--- src/rtl/snake_input_ctrl.sv ---
// snake_input_ctrl: debounced direction buttons -> 2-deep legal-turn queue committed on game ticks (clk/rst, btn_* raw pins, run, game_en tick, dir, q_level, drop)
module snake_input_ctrl #(
    parameter int DEBOUNCE_CYCLES = 250000,
    parameter int TICK_DIV = 10000000
) (
    input  logic       clk,
    input  logic       rst,
    input  logic       btn_up,
    input  logic       btn_down,
    input  logic       btn_left,
    input  logic       btn_right,
    input  logic       run,
    output logic       game_en,
    output logic [1:0] dir,
    output logic [1:0] q_level,
    output logic       drop
);
    localparam int CW = $clog2(DEBOUNCE_CYCLES);
    localparam int TW = $clog2(TICK_DIV);
    logic [3:0] w_btn, r_s1, r_s2, r_stb, w_done, w_press;
    logic [CW-1:0] r_cnt [4];
    logic [TW-1:0] r_tcnt;
    logic r_ge, r_drop;
    logic [1:0] r_dir, r_q0, r_q1, r_lvl, w_p, w_ref, w_lvl_p;
    logic w_tick, w_pop, w_legal, w_push;
    assign w_btn = {btn_right, btn_left, btn_down, btn_up};
    always_comb begin
        for (int k = 0; k < 4; k++) begin
            w_done[k] = (r_s2[k] != r_stb[k]) && (r_cnt[k] == CW'(DEBOUNCE_CYCLES - 1));
            w_press[k] = w_done[k] & r_s2[k];
        end
    end
    always_ff @(posedge clk) begin
        if (rst) begin
            r_s1 <= '0;
            r_s2 <= '0;
            r_stb <= '0;
            for (int k = 0; k < 4; k++) r_cnt[k] <= '0;
        end else begin
            r_s1 <= w_btn;
            r_s2 <= r_s1;
            for (int k = 0; k < 4; k++) begin
                r_cnt[k] <= (r_s2[k] == r_stb[k] || w_done[k]) ? '0 : r_cnt[k] + 1'b1;
                r_stb[k] <= w_done[k] ? r_s2[k] : r_stb[k];
            end
        end
    end
    always_comb begin
        w_p = w_press[0] ? 2'b00 : w_press[1] ? 2'b11 : w_press[2] ? 2'b01 : 2'b10;
        w_ref = (r_lvl == 2'd0) ? r_dir : (r_lvl == 2'd1) ? r_q0 : r_q1;
        w_tick = run && (r_tcnt == TW'(TICK_DIV - 1));
        w_pop = w_tick && (r_lvl != 2'd0);
        w_legal = (|w_press) && (w_p != w_ref) && ((w_p ^ w_ref) != 2'b11);
        w_push = w_legal && (r_lvl != 2'd2 || w_pop);
        w_lvl_p = r_lvl - {1'b0, w_pop};
    end
    always_ff @(posedge clk) begin
        if (rst) begin
            r_tcnt <= '0;
            r_ge <= 1'b0;
            r_drop <= 1'b0;
            r_dir <= 2'b10;
            r_q0 <= 2'b00;
            r_q1 <= 2'b00;
            r_lvl <= 2'd0;
        end else begin
            r_tcnt <= run ? (w_tick ? '0 : r_tcnt + 1'b1) : r_tcnt;
            r_ge <= w_tick;
            r_drop <= w_legal && !w_push;
            r_dir <= w_pop ? r_q0 : r_dir;
            r_q0 <= (w_push && w_lvl_p == 2'd0) ? w_p : (w_pop ? r_q1 : r_q0);
            r_q1 <= (w_push && w_lvl_p == 2'd1) ? w_p : r_q1;
            r_lvl <= w_lvl_p + {1'b0, w_push};
        end
    end
    assign game_en = r_ge;
    assign dir = r_dir;
    assign q_level = r_lvl;
    assign drop = r_drop;
endmodule

--- config.mk ---
export PLATFORM = sky130hd
export DESIGN_NAME = snake_input_ctrl
export DESIGN_NICKNAME = d
export VERILOG_FILES = /design/src/rtl/snake_input_ctrl.sv
export SDC_FILE = /design/constraint.sdc
export NUM_CORES = 1
export LEC_CHECK = 0
export ABC_AREA = 1
export ABC_CLOCK_PERIOD_IN_PS = 3000
export BUFFER_PORTS_ARGS = -buffer_cell sky130_fd_sc_hd__buf_2
export CORE_UTILIZATION = 27
export DETAILED_ROUTE_END_ITERATION = 7
export SLEW_MARGIN = 20
export SYNTH_ARGS = -nofsm -noshare
export SYNTH_HDL_FRONTEND = slang
export SYNTH_SLANG_ARGS = --single-unit
--- constraint.sdc ---
create_clock -name clk -period 3 [get_ports clk]
set_input_delay 0.3 -clock clk [delete_from_list [all_inputs] [get_ports clk]]
set_output_delay 0.3 -clock clk [all_outputs]
set_load 0.01 [all_outputs]
; ---- Word level (Yosys, flattened, before mapping)
; Memories as Yosys holds them, arrays and structs flattened.
; Index checks and enable logic that the tools add are counted.
[word_totals]
reg_bits = 46
mem_bits_rw = 72
input_bits = 7
output_inout_bits = 6
wordCells = 90
memories = 1
[memory_table]
columns = memory, words, word_bits, read_ports, rd_ports_with_merged_regs, wr, line
row1 = r_cnt, 4, 18, 4, 0, 4, 21  ; logic [CW-1:0] r_cnt [4];
[classes]
addsub = 7
n_eq_ne = 18
muxes = 19
bitwise = 9
n_reduce_logical = 23
[op_table]
columns = op, count
row1 = two-way mux 18 bit, 8
row2 = adder 18 x 1 -> 18 bit (second input constant), 4
row3 = equality test 18 bit (second input constant), 4
row4 = adder 24 x 1 -> 24 bit (second input constant), 1
row5 = equality test 24 bit (second input constant), 1
row6 = two-way mux 24 bit, 1
row7 = two-way mux 2 bit, 7
row8 = logical AND 1 bit, 12
row9 = logical OR 1 bit, 5
row10 = AND 1 bit, 4
row11 = equality test 1 bit, 4
row12 = equality test 2 x 1 -> 1 bit (second input constant), 2
row13 = zero test 2 bit, 2
row14 = != test 1 bit, 4
row15 = != test 2 bit (second input constant), 2
row16 = OR 1 bit, 4
row17 = nonzero test 2 bit, 2
row18 = OR reduction 4 bit, 1
row19 = two-way mux 1 bit, 3
row20 = adder 2 x 1 -> 2 bit, 1
row21 = != test 2 bit, 1
row22 = subtractor 2 x 1 -> 2 bit, 1
row23 = XOR 2 bit, 1
row24 = zero test 1 bit, 1

; ---- Logic depth before layout (Yosys ltp)
; Gate-level depths: netlist of the first run.
[logic_depth]
depth_word = 12
depth_mapped = 18
depth_no_buf = 18

; ---- Worst setup path before layout of the first run
; No wires, ideal clock.
[synth_timing]
path_type = reg-to-reg
start = reg r_tcnt[0]
end = reg r_q1[0]
setup_ns = 0.113
arrival_time_ns = 2.012
required_time_ns = 2.887
path_slack_ns = 0.875
stages_incl_launch_ff = 12
n_path_buf = 0
synth_period_minus_slack_ns = 2.125
cell_sequence = dfxtp_1 -> ha_1 -> nand4_1 -> nor2_1 -> nand4_1 -> nor2_1 -> ha_1 -> or2_2 -> nor2_4 -> nand2_1 -> nand2_1 -> nor2_1
[synth_via]
elab_chain_cells = 6
elab_cells_between_ends = 8
classes_between = add/sub (1) / eq/ne (2) / reduce/logical (5)
[synth_rtl]
columns = item, line
row1 = "start, declared", 22  ; logic [TW-1:0] r_tcnt;
row2 = "start signal, assigned", 67  ; r_tcnt <= run ? (w_tick ? '0 : r_tcnt + 1'b1) : r_tcnt;
row3 = equality test 24 bit (*), 51  ; w_tick = run && (r_tcnt == TW'(TICK_DIV - 1));
row4 = logical AND 1 bit (*), 51
row5 = logical AND 1 bit (*), 52  ; w_pop = w_tick && (r_lvl != 2'd0);
row6 = named net w_pop, 25  ; logic w_tick, w_pop, w_legal, w_push;
row7 = subtractor 2 x 1 -> 2 bit or logical OR 1 bit (tied branches), "55, 54"
row8 = equality test 2 x 1 -> 1 bit or logical AND 1 bit (tied branches), "72, 54"
row9 = logical AND 1 bit (*), 72  ; r_q1 <= (w_push && w_lvl_p == 2'd1) ? w_p : r_q1;
row10 = "end signal, assigned", 72
row11 = "end, declared", 24  ; logic [1:0] r_dir, r_q0, r_q1, r_lvl, w_p, w_ref, w_lvl_p;
; The timed path passes the listed nets; every way through them passes the cells marked *.
; A chain may end at the register's enable or synchronous reset.

; ---- Final worst setup path of the first run
[layout_timing]
start = reg r_tcnt[1]
end = reg r_q0[0]
[layout_via]
elab_chain_cells = 7
elab_cells_between_ends = 10
classes_between = add/sub (1) / eq/ne (1) / mux (1) / reduce/logical (7)
[layout_rtl]
columns = item, line
row1 = equality test 24 bit (*), 51
row2 = logical AND 1 bit (*), 51
row3 = logical AND 1 bit (*), 52
row4 = named net w_pop, 25
row5 = subtractor 2 x 1 -> 2 bit or logical OR 1 bit (tied branches), "55, 54"
row6 = zero test 2 bit or logical AND 1 bit (tied branches), "71, 54"
row7 = logical AND 1 bit, 71  ; r_q0 <= (w_push && w_lvl_p == 2'd0) ? w_p : (w_pop ? r_q1 : r_q0);
row8 = two-way mux 2 bit or nonzero test 2 bit (tied branches), n/a
row9 = "end signal, assigned", 71
row10 = "end, declared", 24
; Marks and branches as above.

==> impl_metrics.ini, run 1 <==
[outcome]
status = completed

[drt]
via_count = 4601
vias_per_cell = 4.353
wl_mm = 10.62
wire_per_inst_um = 10.04
wl_met1_mm = 5.475
route.detailed.drc = 0
drt_pass1_iterations = 6
ant_nets = 0
highest_layer = met4
drt_iter0_markers = 155
met2WireLength_mm = 4.743
wl_met3_um = 259

[logic_synthesis]
synth_top_area_cell = dfxtp_1
synth_top_cell_area_share_pct = 42.88
synth_edf_count = 0
synth_area_um2 = 5509
ys_seq_area_share_pct = 42.88
synth_seq_cells = 118
yosys_warnings = 0
synth_area_per_cell_um2 = 7.336
synth_nets = 765
yosysUniqueCellTypes = 45
synth_flop_cell = dfxtp_1
postSynthCellCount = 751
synth-async-reset-ratio_pct = 0
ys_top_cells_by_area = dfxtp_1 (43%), nand2_1 (8.7%), inv_1 (7.4%), nor2_1 (7.4%), a21oi_1 (4.5%)

[timing]
tightest_slew_ps = 772.6
setup-tns-final_ps = 0
fin_worst_skew_ps = 6.982
setup_viol = 0
maxSlewViolCount = 0
max_freq_mhz = 408.9
grt_setup_unrepaired = no
period_share_pct = 81.53
final.min_clock_period_ps = 2446
hold_viol_final = 0
relSlewSlack_pct = 48.27

[critical_path]
arrival_ps = 2730
crit_path_start = r_tcnt[1]$_SDFFE_PP0P_
critPathBufInv = 0
path_class = reg -> reg
crit_path_end_kind = flop
cp_num_cells = 12
r2r_setup_slack_ps = 550
worstPathRequired_ps = 3280
rr_startpoint = r_tcnt[1]$_SDFFE_PP0P_
crit_path_end = r_q0[0]$_SDFFE_PP0P_
crit_top_cell = nor2_1
r2r-end = r_q0[0]$_SDFFE_PP0P_
r2r_cells = 12
crit_path_start_kind = flop
worstPathMaxFanout = 6
cp_slowest_stage_delay_ps = 370
cp_top_family = simple AND/OR/NAND/NOR gates
cpMaxStageDelayCell = dfxtp_1
path_cells = ha_1, nand4_1, nor2_1, nand4_1, nor2_1, ha_1, xor2_1, nor2_1, nand3_2, nand2_1, nand2_1, a21oi_1

[pwr]
power_density_nw_per_um2 = 554.3
peakVddDrop_mv = 0.4149
leakage_nw = 2.416
finalPower_mw = 3.597

[floorplanning]
ios = 13
num_rows = 51
coreArea_um2 = 19720
die_y_um = 144.8
die-area_um2 = 20980
die_w_um = 144.8
initial_utilization_pct = 27.94

[cts]
cts_buffers = 17
clock_path_buffers = 2
post-cts-setup-buffer-count = 0
post_cts_resized = 0
tritoncts = yes
cts-root-buf = clkbuf_16
clock_latency_ps = 410
clkTransAtPathRegs_ps = 50
numClockSinks = 118
postCtsHoldBufs = 0
h-tree-depth = 4

[cells_and_area]
final_common_cell = nand2_1
final_cell_mix = nand2_1 (127), dfxtp_1 (118), nor2_1 (108), inv_1 (108), a21oi_1 (50)
area_delta_synth_final_pct = 17.78
fin_nets = 793
drive_above_1_share_pct = 11.36
fill_cells = 2073
antennaDiodeCount = 0

[placed_design]
hpwl_mm = 7.616
gp_congestion = 0.8178
portBuffers = 12

[global_routing]
gr-total-overflow = 0
grt_max_degree = 20
antenna_found_initial = 0
track_usage_pct = 11.41
grt_pass1_vias = 4313
grt_pass1_wl_mm = 18.98

[flow_run]
drv_cap = 0

[min_path]
hp-class = in -> reg
[synthesized netlist by cell type, types with 2 or more instances]
| cell | instances |
|---|---|
| nand3_2 | 5 |
| or2_2 | 3 |
| o21ai_0 | 24 |
| xor2_1 | 16 |
| nor4_1 | 9 |
| nand2_1 | 127 |
| nand3_1 | 32 |
| a211oi_1 | 2 |
| a21o_1 | 2 |
| inv_2 | 4 |
| nor3b_1 | 11 |
| dfxtp_1 | 118 |
| nand4_2 | 2 |
| nor2_1 | 108 |
| clkbuf_1 | 7 |
| inv_1 | 108 |
| xnor2_1 | 4 |
| o21bai_1 | 4 |
| clkinv_1 | 2 |
| nor2_2 | 11 |
| a21oi_1 | 50 |
| a31oi_1 | 5 |
| nand4_1 | 26 |
| o21a_1 | 7 |
| nor2_4 | 5 |
| nor3_1 | 23 |
| ha_1 | 7 |
| o211ai_1 | 5 |
| nand2_2 | 8 |
[power breakdown]
part	switching (mW)	leakage, nW	internal (mW)
combinational	0.0350	1.18	0.0160
clock	0.683	0.283	1.28
sequential	0.00620	0.952	1.58
[state kept, by name (all words and copies together), names as in the netlist]
name     flops
r_cnt       72
r_tcnt      24
r_s1         4
r_s2         4
r_stb        4
dir          2
q_level      2
r_q0         2
r_q1         2
drop         1
game_en      1
[through the flow]
| step | instances | utilization [%] | hold WS [ps] | setup slack (ps) | cell area (µm²) |
|---|---|---|---|---|---|
| 6_report | 1057 | 32.91 | 88.55 | 554.2 | 6489 |
| 5_1_grt | 1057 | 32.91 | 107.1 | 291.4 | 6489 |
| 4_1_cts | 1057 | 32.91 | 78.17 | 547.3 | 6489 |
| 3_5_place_dp | 1025 | 29.98 | 392.4 | 596.1 | 5911 |
| 3_3_place_gp | 1025 | 29.98 | 394.9 | 709.5 | 5911 |
| 2_1_floorplan | 751 | - | 388.3 | 875.2 | 5509 |
[tightest hold or removal path: cells and delay by family]
family / cells / cell delay (ps)
buffers and inverters: 2 / 100
AND/OR/NAND/NOR: 1 / 60
[routing by layer]
metal / GRT usage, % / vias to the layer above
li1: - / 2513
met1: 14.31 / 2036
met2: 18.40 / 42
met3: 2.863 / 10
met4: 5.097 / 0
met5: 0 / -
[final cells by class]
class	instances	area [µm²]	share of cell area, %
Clock inverter	9	100.1	1.543
Sequential cell	118	2362	36.41
Clock buffer	23	478.0	7.366
Tap cell	265	331.6	5.110
Multi-Input combinational cell	510	2684	41.36
Timing Repair Buffer	18	105.1	1.620
Inverter	114	427.9	6.595
[kinds of logic (layout without fill, tap and decap cells)]
family | Yosys count | count (layout) | share of synthesized area [%]
flip-flops | 118 | 118 | 42.88
buffers and inverters | 123 | 164 | 8.403
XOR/XNOR | 20 | 20 | 3.180
adder cells (fa/ha/maj) | 7 | 7 | 1.590
AO/OA/AOI/OAI | 105 | 105 | 10.88
AND/OR/NAND/NOR | 378 | 378 | 33.07
[how the worst min path moves through the flow]
stage	depth (start not counted)	endpoint	startpoint	slack, ps
3_5_place_dp	2	r_s2[3]$_SDFF_PP0_	r_s1[3]$_SDFF_PP0_	390
2_1_floorplan	2	r_s2[0]$_SDFF_PP0_	r_s1[0]$_SDFF_PP0_	390
3_3_place_gp	2	r_s2[0]$_SDFF_PP0_	r_s1[0]$_SDFF_PP0_	390
5_1_grt	3	r_s1[3]$_SDFF_PP0_	btn_right	110
4_1_cts	3	r_s1[3]$_SDFF_PP0_	btn_right	80
6_report	3	r_s1[3]$_SDFF_PP0_	btn_right	90
(Power assumes the default switching activity.)
==> run 2, diff against run 1 <==
ABC_AREA = 0   (was 1)
ABC_CLOCK_PERIOD_IN_PS = 2000   (was 3000)
clock period = 2 ns   (was 3 ns; I/O delays follow)
==> run 2 against run 1 <==
Effect of this change: clock skew is 0.60 ps higher; synthesized area is 4.6% lower; total power is 46% higher; the run now ends with setup timing left; largest power group unchanged; sequential power grew 50%; largest cell class unchanged; die area shrank 4.5%; critical path type unchanged.
==> impl_metrics.ini, run 2 <==
[outcome]
status = finished with violations
violations = setup timing

[placed_design]
gp_congestion = 0.7628
portBuffers = 12
hpwl_mm = 7.637

[pwr]
peakVddDrop_mv = 0.5319
power_density_nw_per_um2 = 741.1
leakage_nw = 2.530

[drt]
route.detailed.drc = 0
vias_per_cell = 4.304
wire_per_inst_um = 10.86
drt_pass1_iterations = 4
via_count = 4252
wl_mm = 10.73
ant_nets = 0
drt_iter0_markers = 188

[floorplanning]
num_rows = 50
initial_utilization_pct = 27.81
die_y_um = 141.5
die-area_um2 = 20030
die_w_um = 141.5
ios = 13
coreArea_um2 = 18890

[cts]
h-tree-depth = 4
cts-root-buf = clkbuf_16
clock_latency_ps = 420
numClockSinks = 118
clkTransAtPathRegs_ps = 50
cts_buffers = 17
clock_path_buffers = 2
tritoncts = yes

[cells_and_area]
finalCoreUtilization_pct = 37.40
reg_top3 = r_cnt x72, r_tcnt x24
final_cell_mix = dfxtp_1 (113), nor2_1 (110), buf_4 (99)
fin_nets = 729
largest_reg_flops = 72
antennaDiodeCount = 0
largest_register = r_cnt
drive_above_1_share_pct = 24.45
final_common_cell = dfxtp_1
area_delta_synth_final_pct = 34.45

[logic_synthesis]
synth_edf_count = 0
synth_top_family_by_area = simple AND/OR/NAND/NOR gates
synth-xor-area-share_pct = 14.33
synth-async-reset-ratio_pct = 0
synth_common_cells = dfxtp_1 (118), nor2_1 (110), xor2_1 (51)
synthAdderAreaFrac_pct = 1.667
yosys.area_share.simple_pct = 29.83
synth_nets = 610
synth_top_cell_area_share_pct = 44.95
ys_seq_area_share_pct = 44.95
yosys_warnings = 0
yosysUniqueCellTypes = 42
ys_top_cells_by_area = dfxtp_1 (45%), xor2_1 (8.5%), nor2_1 (7.9%), xnor2_1 (5.8%), nand3_1 (4.1%)
synthMuxAreaShare_pct = 2.000
synth_area_um2 = 5255
synth_area_per_cell_um2 = 8.817
synth_compound_area_share_pct = 5.167
synth_top_area_cell = dfxtp_1
synth_seq_cells = 118
yosysMostFrequentCell = dfxtp_1
synth_flop_cell = dfxtp_1
postSynthCellCount = 596

[timing]
period_share_pct = 111.9
max_freq_mhz = 447.0
fin_worst_skew_ps = 7.580
final.min_clock_period_ps = 2237
hold_ws_ps = 13.04
tightest_slew_ps = 550.2
relSlewSlack_pct = 63.32
fin_ws_ps = -237.2
maxSlewViolCount = 0
hold_viol_final = 0
grt_setup_unrepaired = yes
setup_viol = 7

[min_path]
hp-class = in -> reg

[critical_path]
path_class = reg -> reg
crit_path_end_kind = flop
arrival_ps = 2520
worstPathMaxFanout = 4
crit_path_start_kind = flop
worstPathRequired_ps = 2280

[flow_run]
drv_cap = 0

[global_routing]
antenna_found_initial = 0
grt_max_degree = 32
gr-total-overflow = 0
grt_pass1_vias = 4133
track_usage_pct = 11.82
grt_pass1_wl_mm = 18.80
## run 2: changes by cell type in the layout (fill, tap and decap cells not counted), moves of 10 or more
cell      delta
buf_4       +93
nor2_2      -11
inv_1       -97
or3_1       +10
and3_1      +15
xnor2_1     +31
nor3b_1     -11
nand2_1     -89
nand4_1     -11
nor3_1      -14
xor2_1      +35
a21oi_1     -35
nand2b_1    +11
## run 2: power by group
group	leakage [nW]	internal [mW]	switching, mW	total (mW)
Clock	0.280	1.73	1.04	2.78
Sequential	0.955	2.37	0.00737	2.37
Combinational	1.30	0.0388	0.0468	0.0856
## run 2: metrics by stage
stage          cell area, µm²  instances  TNS (ps)  power [mW]  setup slack (ps)
3_5_place_dp             6434        952     -1279       2.507            -230.8
4_1_cts                  7025        987     -1261       5.292            -229.0
5_1_grt                  7066        988     -3326       5.421            -330.2
6_report                 7066        988     -1310       5.237            -237.2
2_1_floorplan            5325        596    -627.6       2.471            -132.1
3_3_place_gp             6434        952     -1072       2.506            -196.6
## run 2: cell families (layout without fill, tap and decap cells)
family	count (synthesis)	in the layout
AOI/OAI and AO/OA	41	41
and+or+nand+nor	306	306
xor gates and xnor gates	86	86
muxes	10	10
buffers and inverters	28	160
adders and majority gates	7	7
DFF	118	118
## run 2: timing repair
action,in CTS,in global routing
buffers inserted,1,1
setup endpoints to repair,10,27
pin swaps,0,0
resized for setup,3,6
hold buffers,2,0
hold endpoints to repair,2,0
## run 2: worst paths after layout
| path | startpoint | to | slack, ps | depth (start not counted) |
|---|---|---|---|---|
| worst max-delay path | r_cnt[0][9]$_SDFF_PP0_ | q_level[0]$_SDFF_PP0_ | -240 | 8 |
| worst min-delay path | btn_up | r_s1[0]$_SDFF_PP0_ | 10 | 2 |
| worst max register to register | r_cnt[0][9]$_SDFF_PP0_ | q_level[0]$_SDFF_PP0_ | -240 | 8 |
| worst min register to register | r_s1[2]$_SDFF_PP0_ | r_s2[2]$_SDFF_PP0_ | 440 | 1 |
## run 2: per-layer routing
layer | vias to the layer above | global-route usage [%] | part of all wire [%]
met5 | - | 0 | 0
li1 | 2278 | - | -
met2 | 38 | 18.63 | 45
met4 | 0 | 5.093 | 1.8
met3 | 18 | 3.746 | 3.3
met1 | 1918 | 14.84 | 50
## run 2: layout make-up
type | instances | area (µm²)
Sequential cell | 118 | 2369
Timing Repair Buffer | 116 | 883.3
Multi-Input combinational cell | 450 | 2894
Clock buffer | 24 | 501.7
Inverter | 12 | 45.04
Tap cell | 260 | 325.3
Clock inverter | 8 | 47.55
Fill cell | 1950 | 11830
## run 2: critical path, stage by stage (launching register included)
cell and delay (ps):
dfxtp_2 310, or4_4 510, or3_4 380, buf_4 150, o32a_4 190, nand2_1 70, o31ai_1 70, ha_1 290
nor2b_1 130
